### config.mk
export PLATFORM = sky130hd
export DESIGN_NAME = bcd_serial_add_ctrl
export DESIGN_NICKNAME = d
export VERILOG_FILES = /design/src/rtl/bcd_pkg.sv /design/src/rtl/bcd_digit_add.sv /design/src/rtl/bcd_serial_add_ctrl.sv
export SDC_FILE = /design/constraint.sdc
export NUM_CORES = 1
export LEC_CHECK = 0
export CAP_MARGIN = 20
export CORE_ASPECT_RATIO = 0.8
export CORE_MARGIN = 3
export CORE_UTILIZATION = 52
export DETAILED_ROUTE_END_ITERATION = 10
export PLACE_DENSITY = 0.92
export RECOVER_POWER = 25
export SYNTH_ARGS = -nofsm -noshare
export SYNTH_HDL_FRONTEND = slang
export SYNTH_SLANG_ARGS = --single-unit
export TNS_END_PERCENT = 20
### constraint.sdc
create_clock -name clk -period 5.18 [get_ports clk]
set_input_delay 0.777 -clock clk [delete_from_list [all_inputs] [get_ports clk]]
set_output_delay 0.777 -clock clk [all_outputs]
set_load 0.05 [all_outputs]
### src/rtl/bcd_pkg.sv
// Shared types and helpers for the serial packed-BCD add/subtract controller.
package bcd_pkg;

    typedef enum logic [1:0] {
        IDLE = 2'd0,
        RUN  = 2'd1,
        DONE = 2'd2
    } bcd_state_t;

    localparam int BCD_DIGIT_W = 4;
    localparam int BCD_MAX     = 9;

    function automatic logic [BCD_DIGIT_W-1:0] nines_comp(
        input logic [BCD_DIGIT_W-1:0] d
    );
        return BCD_DIGIT_W'(BCD_MAX) - d;
    endfunction

    function automatic logic digit_valid(
        input logic [BCD_DIGIT_W-1:0] d
    );
        return d <= BCD_DIGIT_W'(BCD_MAX);
    endfunction

endpackage

### src/rtl/bcd_digit_add.sv
// One-digit BCD adder: binary add, then +6 correction when the raw sum passes 9.
module bcd_digit_add
    import bcd_pkg::*;
(
    input  logic [BCD_DIGIT_W-1:0] a,
    input  logic [BCD_DIGIT_W-1:0] b,
    input  logic                   ci,
    output logic [BCD_DIGIT_W-1:0] s,
    output logic                   co
);

    logic [BCD_DIGIT_W:0] raw;

    always_comb begin
        raw = {1'b0, a} + {1'b0, b} + {{BCD_DIGIT_W{1'b0}}, ci};
        s   = raw[BCD_DIGIT_W-1:0];
        co  = 1'b0;
        if (raw > (BCD_DIGIT_W+1)'(BCD_MAX)) begin
            s  = raw[BCD_DIGIT_W-1:0] + BCD_DIGIT_W'(6);
            co = 1'b1;
        end
    end

endmodule

### src/rtl/bcd_serial_add_ctrl.sv
// Multi-digit packed-BCD add/subtract, one digit per clock through a
// single shared digit adder, least-significant digit first.
module bcd_serial_add_ctrl
    import bcd_pkg::*;
#(
    parameter int DIGITS = 4
) (
    input  logic                clk,
    input  logic                rst_n,
    input  logic                start,
    input  logic                sub,
    input  logic                cin,
    input  logic [4*DIGITS-1:0] a,
    input  logic [4*DIGITS-1:0] b,
    output logic                busy,
    output logic                done,
    output logic [4*DIGITS-1:0] sum,
    output logic                cout,
    output logic                invalid
);

    localparam int IW = $clog2(DIGITS);

    bcd_state_t state_q, state_d;

    logic [4*DIGITS-1:0] a_q, b_q, b_in, sum_q;
    logic [IW-1:0]       idx;
    logic                carry, cout_q, inv_q;
    logic                ops_ok, last;
    logic [3:0]          ds;
    logic                dco;

    // Subtraction is a + nines(b) + 1, so b is complemented on the way in.
    always_comb begin
        ops_ok = 1'b1;
        b_in   = '0;
        for (int k = 0; k < DIGITS; k++) begin
            if (!digit_valid(a[4*k +: 4]) || !digit_valid(b[4*k +: 4]))
                ops_ok = 1'b0;
            b_in[4*k +: 4] = sub ? nines_comp(b[4*k +: 4]) : b[4*k +: 4];
        end
    end

    assign last = (idx == IW'(DIGITS-1));

    bcd_digit_add u_dig (
        .a  (a_q[4*idx +: 4]),
        .b  (b_q[4*idx +: 4]),
        .ci (carry),
        .s  (ds),
        .co (dco)
    );

    always_comb begin
        state_d = state_q;
        unique case (state_q)
            IDLE:    if (start) state_d = ops_ok ? RUN : DONE;
            RUN:     if (last) state_d = DONE;
            DONE:    state_d = IDLE;
            default: state_d = IDLE;
        endcase
    end

    always_ff @(posedge clk) begin
        if (!rst_n) state_q <= IDLE;
        else        state_q <= state_d;
    end

    always_ff @(posedge clk) begin
        if (!rst_n) begin
            a_q    <= '0;
            b_q    <= '0;
            idx    <= '0;
            carry  <= 1'b0;
            sum_q  <= '0;
            cout_q <= 1'b0;
            inv_q  <= 1'b0;
        end else begin
            unique case (state_q)
                IDLE: begin
                    if (start) begin
                        sum_q <= '0;
                        if (ops_ok) begin
                            a_q   <= a;
                            b_q   <= b_in;
                            idx   <= '0;
                            carry <= sub | cin;
                            inv_q <= 1'b0;
                        end else begin
                            cout_q <= 1'b0;
                            inv_q  <= 1'b1;
                        end
                    end
                end
                RUN: begin
                    sum_q[4*idx +: 4] <= ds;
                    carry <= dco;
                    idx   <= idx + 1'b1;
                    if (last) cout_q <= dco;
                end
                default: begin
                end
            endcase
        end
    end

    assign busy    = (state_q != IDLE);
    assign done    = (state_q == DONE);
    assign sum     = sum_q;
    assign cout    = cout_q;
    assign invalid = inv_q;

endmodule

==> results of run 1 <==
state kept, by name, indices dropped and copies added, names as in the netlist:
| name | count |
|---|---|
| a_q | 16 |
| b_q | 16 |
| carry | 1 |
| cout | 1 |
| idx | 2 |
| invalid | 1 |
| state_q | 2 |
| sum | 16 |
synthesized netlist by cell type (all sizes together), types with 5 or more instances:
cell    count  area, µm²
inv        14       52.6
clkbuf     15       56.3
a21oi       7       35.0
buf         5       31.3
nor2       44        165
ha         12        150
nand2      22       82.6
mux4        8        180
and3        5       31.3
nand3      12       60.1
xnor2       5       43.8
o21ai      16       80.1
a21o        6       45.0
dfxtp      55       1100
mux2i      34        340
placed cells by master, fill, tap and decap left out, drive strengths merged, types with 3 or more instances in the layout:
cell / count
dfxtp: 55
nor2: 44
clkdlybuf4s50: 38
mux2i: 34
nand2: 22
dlygate4sd3: 18
o21ai: 16
inv: 14
nand3: 12
ha: 12
mux4: 8
a21oi: 7
clkbuf: 7
a21o: 6
xnor2: 5
and3: 5
a2bb2oi: 4
xor2: 4
a22oi: 4
nor3b: 4
nor2b: 4
nor4: 4
nand4: 3
nand2b: 3
a31oi: 3
nor3: 3
kinds of logic after synthesis:
group,Yosys count,synth area share (%)
buffers and inverters,34,4.74
AO/OA/AOI/OAI,53,12.4
adder cells (fa/ha/maj),14,6.43
multiplexers,43,18.0
AND/OR/NAND/NOR,112,18.5
flip-flops,55,37.2
XOR/XNOR,9,2.67
stage by stage:
step                instance area (µm²)  utilization (%)  hold WS (ns)  power [mW]
global placement                   3540             67.7         0.458       0.537
detailed placement                 3540             67.7         0.471       0.540
CTS                                3650             69.6         0.485       0.805
finish                             3650             69.7         0.478       0.801
floorplan                          2960                -         0.455       0.493
global route                       3650             69.7         0.509       0.826
worst max-delay path, stage by stage, from the launching register on:
cell and delay (ns):
dfxtp_1 0.81, mux4_2 0.61, fa_1 0.44, fa_1 0.83
inv_1 0.13, ha_1 0.23, nor2b_1 0.14, a31o_2 0.28
o31ai_1 0.46, mux2_2 0.42, o21ai_0 0.18
final timing paths:
kind / endpoint / slack [ns] / cells after the start
worst min-delay path: sum[5] / 0.48 / 2
worst max-delay path: sum[10] / 0.58 / 10
worst max register to register: sum[10] / 0.58 / 10
worst min register to register: sum[5] / 0.48 / 2
routing by layer:
metal | part of all wire (%) | vias to the layer above
li1 | - | 1235
met3 | 5.8 | 11
met4 | 1.2 | 0
met5 | 0 | -
met2 | 46 | 88
met1 | 47 | 1194
power breakdown:
part	leakage, nW	internal [mW]	switching [mW]
Clock	0.0513	0.142	0.128
Sequential	0.444	0.426	0.00429
Combinational	0.896	0.0489	0.0519
area by class of cell:
type	count	share of cell area, %
multi-input cells	231	47.1
flip-flops and latches	55	30.1
repair buffers	59	15.9
well taps	75	2.57
clock buffers	6	1.99
inverters	14	1.44
clock inverters	1	0.822
==> flow_summary.toml, run 1 <==
[clock_tree]
clock_sink_count = 55
cts-root-buf = "clkbuf_8"
cts_htree_levels = 2
post-cts-setup-buffers = 0
cts_inserted_buffers = 5
cts_hold_buffers = 0
cts-root-to-sink-buffers = 2
clk_pin_slew_worst_paths_ns = 0.09
post_cts_resize_count = 0
clock_latency_ns = 0.30
cts_tree = "built"

[worst_setup_path]
cp_data_required_time_ns = 5.41
arrival_time_of_data_at_the_critical_path_endpoint_ns = 4.83
reg2reg_from = "idx[0]"
start_kind = "register"
timing.critical_path.from = "idx[0]"
cp_class = "register to register"
timing.critical_path.fanout_max = 17
critPathCaptureType = "register"

[timing]
clock_skew_ns = 0.00391
fin_crit_ns = 4.60
worst_slew_pin_slew_ns = 0.990
maxSlewHeadroom_pct = 33.4
rsz_0062_raised_after_global_routing = "no"
finalSetupViolations = 0
fmax_ghz = 0.217
post-route-period-util_pct = 88.8
fin_ws_ns = 0.580
hold_violations = 0
final_max_slew_viol_count = 0
final.setup.tns_ns = 0

[cells_and_area]
area_of_the_multi_input_gates_um2 = 1720
layout-drive-gt1-share_pct = 6.83
seqCellArea_um2 = 1100
antenna_cells = 0
areaGrowthSynthToFinish_pct = 23.5
layout.cells.non_filler = 441
final_nets = 417
nFillCells = 410

[detailed_routing]
dr.pass1.iters = 4
count_of_nets_left_with_antenna_violations_after_detail_routing = 0
detailroute.via_count = 2528
routedWlPerCell_um = 15.7
wirelength_mm = 6.93
first_iter_violations = 229
post-route-drc-count = 0
drt-vias-per-instance = 5.73

[die]
initial_utilization_pct = 56.5
chipHeight_um = 73.4
row_count = 23
die_width_um = 90.3
die_area_um2 = 6630
top_level_ports = 57
floorplan.core_area_um2 = 5240

[min_path]
min_path_type = "register to register"
min_from = "sum[5]"

[global_routing]
grt_start_max_net_pins = 46
antenna_violations_before_repair = 0
global_route.usage.total_pct = 21.8
gr-usage-met1_pct = 29.3
grt_pass1_vias = 2494
grt_util_met2_pct = 35.8
wire_length_of_the_first_global_routing_pass_mm = 11.7
gr-max-usage-layer = "met2"
use_met3_pct = 3.89
grt_overflow_total = 0

[placed_design]
globalplace.congestion = 0.934
dpl_worst_slack_ns = 0.662
count_of_port_buffers_added_during_placement = 56
detailedPlacementHpwl_mm = 5.15
placed_cells = 433

[synth]
synthesis.nets = 371
yosys.cell_types.count = 49
mappedNetlistArea_um2 = 2960
yosysSeqAreaShare_pct = 37.2
yosys_warnings = 0
async_reset_ff_share_pct = 0
yosys_register_bits = 55
synth_flop_cell = "dfxtp_1"
synth-edff-count = 0
synthesis.area_per_instance_um2 = 9.24
post_synth_inst_count = 320

[pwr]
static_leakage_nw = 1.39
max-vdd-ir-drop_uv = 178
cellPowerDensity_nw_per_um2 = 219

[job]
cap_viol_max_count = 0

[status]
run_status = "completed"
No activity file was read; power rests on OpenSTA's default activity.
==> run 2, diff against run 1 <==
--- a/config.mk
+++ b/config.mk
@@ -6,7 +6,7 @@
 export NUM_CORES = 1
 export LEC_CHECK = 0
 export CAP_MARGIN = 20
-export CORE_ASPECT_RATIO = 0.8
+export CORE_ASPECT_RATIO = 1.4
 export CORE_MARGIN = 3
 export CORE_UTILIZATION = 52
 export DETAILED_ROUTE_END_ITERATION = 10
==> flow_summary.toml, run 2 (same netlist as run 1, synthesis figures left out) <==
[timing]
fin_ws_ns = 0.717
fmax_ghz = 0.224
hold_violations = 0
rsz_0062_raised_after_global_routing = "no"
clock_skew_ns = 0.00422
fin_crit_ns = 4.46
maxSlewHeadroom_pct = 7.03
final_max_slew_viol_count = 0
finalSetupViolations = 0
post-route-period-util_pct = 86.2
final.setup.tns_ns = 0
worst_slew_pin_slew_ns = 1.39

[clock_tree]
clock_latency_ns = 0.31
clk_pin_slew_worst_paths_ns = 0.10
clock_sink_count = 55
cts_inserted_buffers = 5
cts_htree_levels = 2
cts-root-buf = "clkbuf_8"
cts-root-to-sink-buffers = 2
post-cts-setup-buffers = 0
cts_tree = "built"
cts_hold_buffers = 0
post_cts_resize_count = 0

[worst_setup_path]
cp_top_family = "adder cells"
regToRegEndpoint = "sum[2]"
timing.critical_path.buf_inv = 1
cp_class = "register to register"
r2r_cells = 10
r2r_setup_slack_ns = 0.72
arrival_time_of_data_at_the_critical_path_endpoint_ns = 4.71
timing.critical_path.from = "idx[0]"
crit_path_max_incr_delay_ns = 0.83
worst_path_most_repeated_cell = "fa_1"
timing.critical_path.fanout_max = 17
timing.critical_path.cells = "mux4_2 -> fa_1 -> fa_1 -> inv_1 -> ha_1 -> nor2b_1 -> a31o_2 -> o31ai_1 -> mux2_2 -> o21ai_0"
critical_path_cell_count = 10
critical_path_slowest_stage_cell = "fa_1"
cp_data_required_time_ns = 5.42
critPathCaptureType = "register"
start_kind = "register"
end_of_the_critical_path = "sum[2]"
reg2reg_from = "idx[0]"

[placed_design]
globalplace.congestion = 0.886
dpl_worst_slack_ns = 0.758
count_of_port_buffers_added_during_placement = 56
detailed_place.area_um2 = 3530
detailedPlacementHpwl_mm = 5.21

[die]
die_width_um = 69.7
die_area_um2 = 6640
initial_utilization_pct = 55.2
floorplan.core_area_um2 = 5350
chipHeight_um = 95.2
top_level_ports = 57
row_count = 31

[cells_and_area]
areaGrowthSynthToFinish_pct = 22.6
seqCellArea_um2 = 1100
nFillCells = 411
antenna_cells = 0
area_of_the_multi_input_gates_um2 = 1720
post-route-cell-area_um2 = 3620
layout.cells.most_common_list = "dfxtp_1 (55), nor2_1 (44), clkdlybuf4s50_1 (39)"
layout_commonest_cell = "dfxtp_1"
layout-drive-gt1-share_pct = 6.58
final_nets = 415

[pwr]
static_leakage_nw = 1.38
cellPowerDensity_nw_per_um2 = 217
max-vdd-ir-drop_uv = 189
fin_total_pwr_mw = 0.787

[global_routing]
global_route.usage.total_pct = 22.0
grt_overflow_total = 0
wire_length_of_the_first_global_routing_pass_mm = 11.7
antenna_violations_before_repair = 0
grt_pass1_vias = 2526
grt_start_max_net_pins = 46

[job]
cap_viol_max_count = 0

[detailed_routing]
drt-vias-per-instance = 5.87
wirelength_mm = 7.11
first_iter_violations = 206
dr.pass1.iters = 4
count_of_nets_left_with_antenna_violations_after_detail_routing = 0
routedWlPerCell_um = 16.5
post-route-drc-count = 0
detailroute.via_count = 2529

[min_path]
min_path_type = "register to register"

[status]
run_status = "completed"
==> run 2: cell count changes in the layout (fill, tap and decap cells not counted), sizes merged <==
cell / before / now
buf: 2 / 1
bufinv: 1 / 0
clkbuf: 7 / 6
clkdlybuf4s50: 38 / 39
clkinv: 0 / 1
clkinvlp: 0 / 1
dlygate4sd3: 18 / 17
==> run 2: worst min path at each step <==
stage / endpoint / from / slack, ns / cells after the start
2_1_floorplan: a_q[10] / a_q[10] / 0.45 / 2
3_3_place_gp: sum[11] / sum[11] / 0.46 / 2
3_5_place_dp: sum[14] / sum[14] / 0.46 / 2
4_1_cts: sum[14] / sum[14] / 0.48 / 2
5_1_grt: sum[5] / sum[5] / 0.50 / 2
6_report: sum[7] / sum[7] / 0.47 / 2
==> run 2: power breakdown <==
group,switching [mW],internal [mW]
clock,0.146,0.109
combinational,0.0524,0.0490
sequential,0.00428,0.426
==> run 2: area by class of cell <==
cell class                      count  share of cell area, %
Sequential cell                    55                   30.4
Clock buffer                        6                   2.28
Multi-Input combinational cell    231                   47.5
Tap cell                           66                   2.28
Clock inverter                      2                  0.449
Timing Repair Buffer               57                   15.7
Inverter                           14                   1.45
==> run 2: layer usage <==
| layer | part of all wire [%] | global-route usage (%) | up-vias | wire length, µm |
|---|---|---|---|---|
| met1 | 38 | 23.9 | 1208 | 2680 |
| met4 | 3.2 | 8.63 | 0 | 225 |
| li1 | - | - | 1224 | - |
| met2 | 54 | 42.3 | 81 | 3870 |
| met5 | 0 | 0 | - | 0 |
| met3 | 4.6 | 3.90 | 16 | 324 |
==> run 2: worst min-delay path, cell delays in order (launching register included) <==
cell and delay, ns:
dfxtp_1 0.32, nand3_1 0.05, o21ai_0 0.06
==> run 2: metrics by stage <==
step,hold slack (ns),cells,utilization (%)
6_report,0.472,431,67.7
5_1_grt,0.504,431,67.7
4_1_cts,0.480,431,67.7
3_5_place_dp,0.464,423,65.9
3_3_place_gp,0.455,423,65.9
2_1_floorplan,0.455,320,-
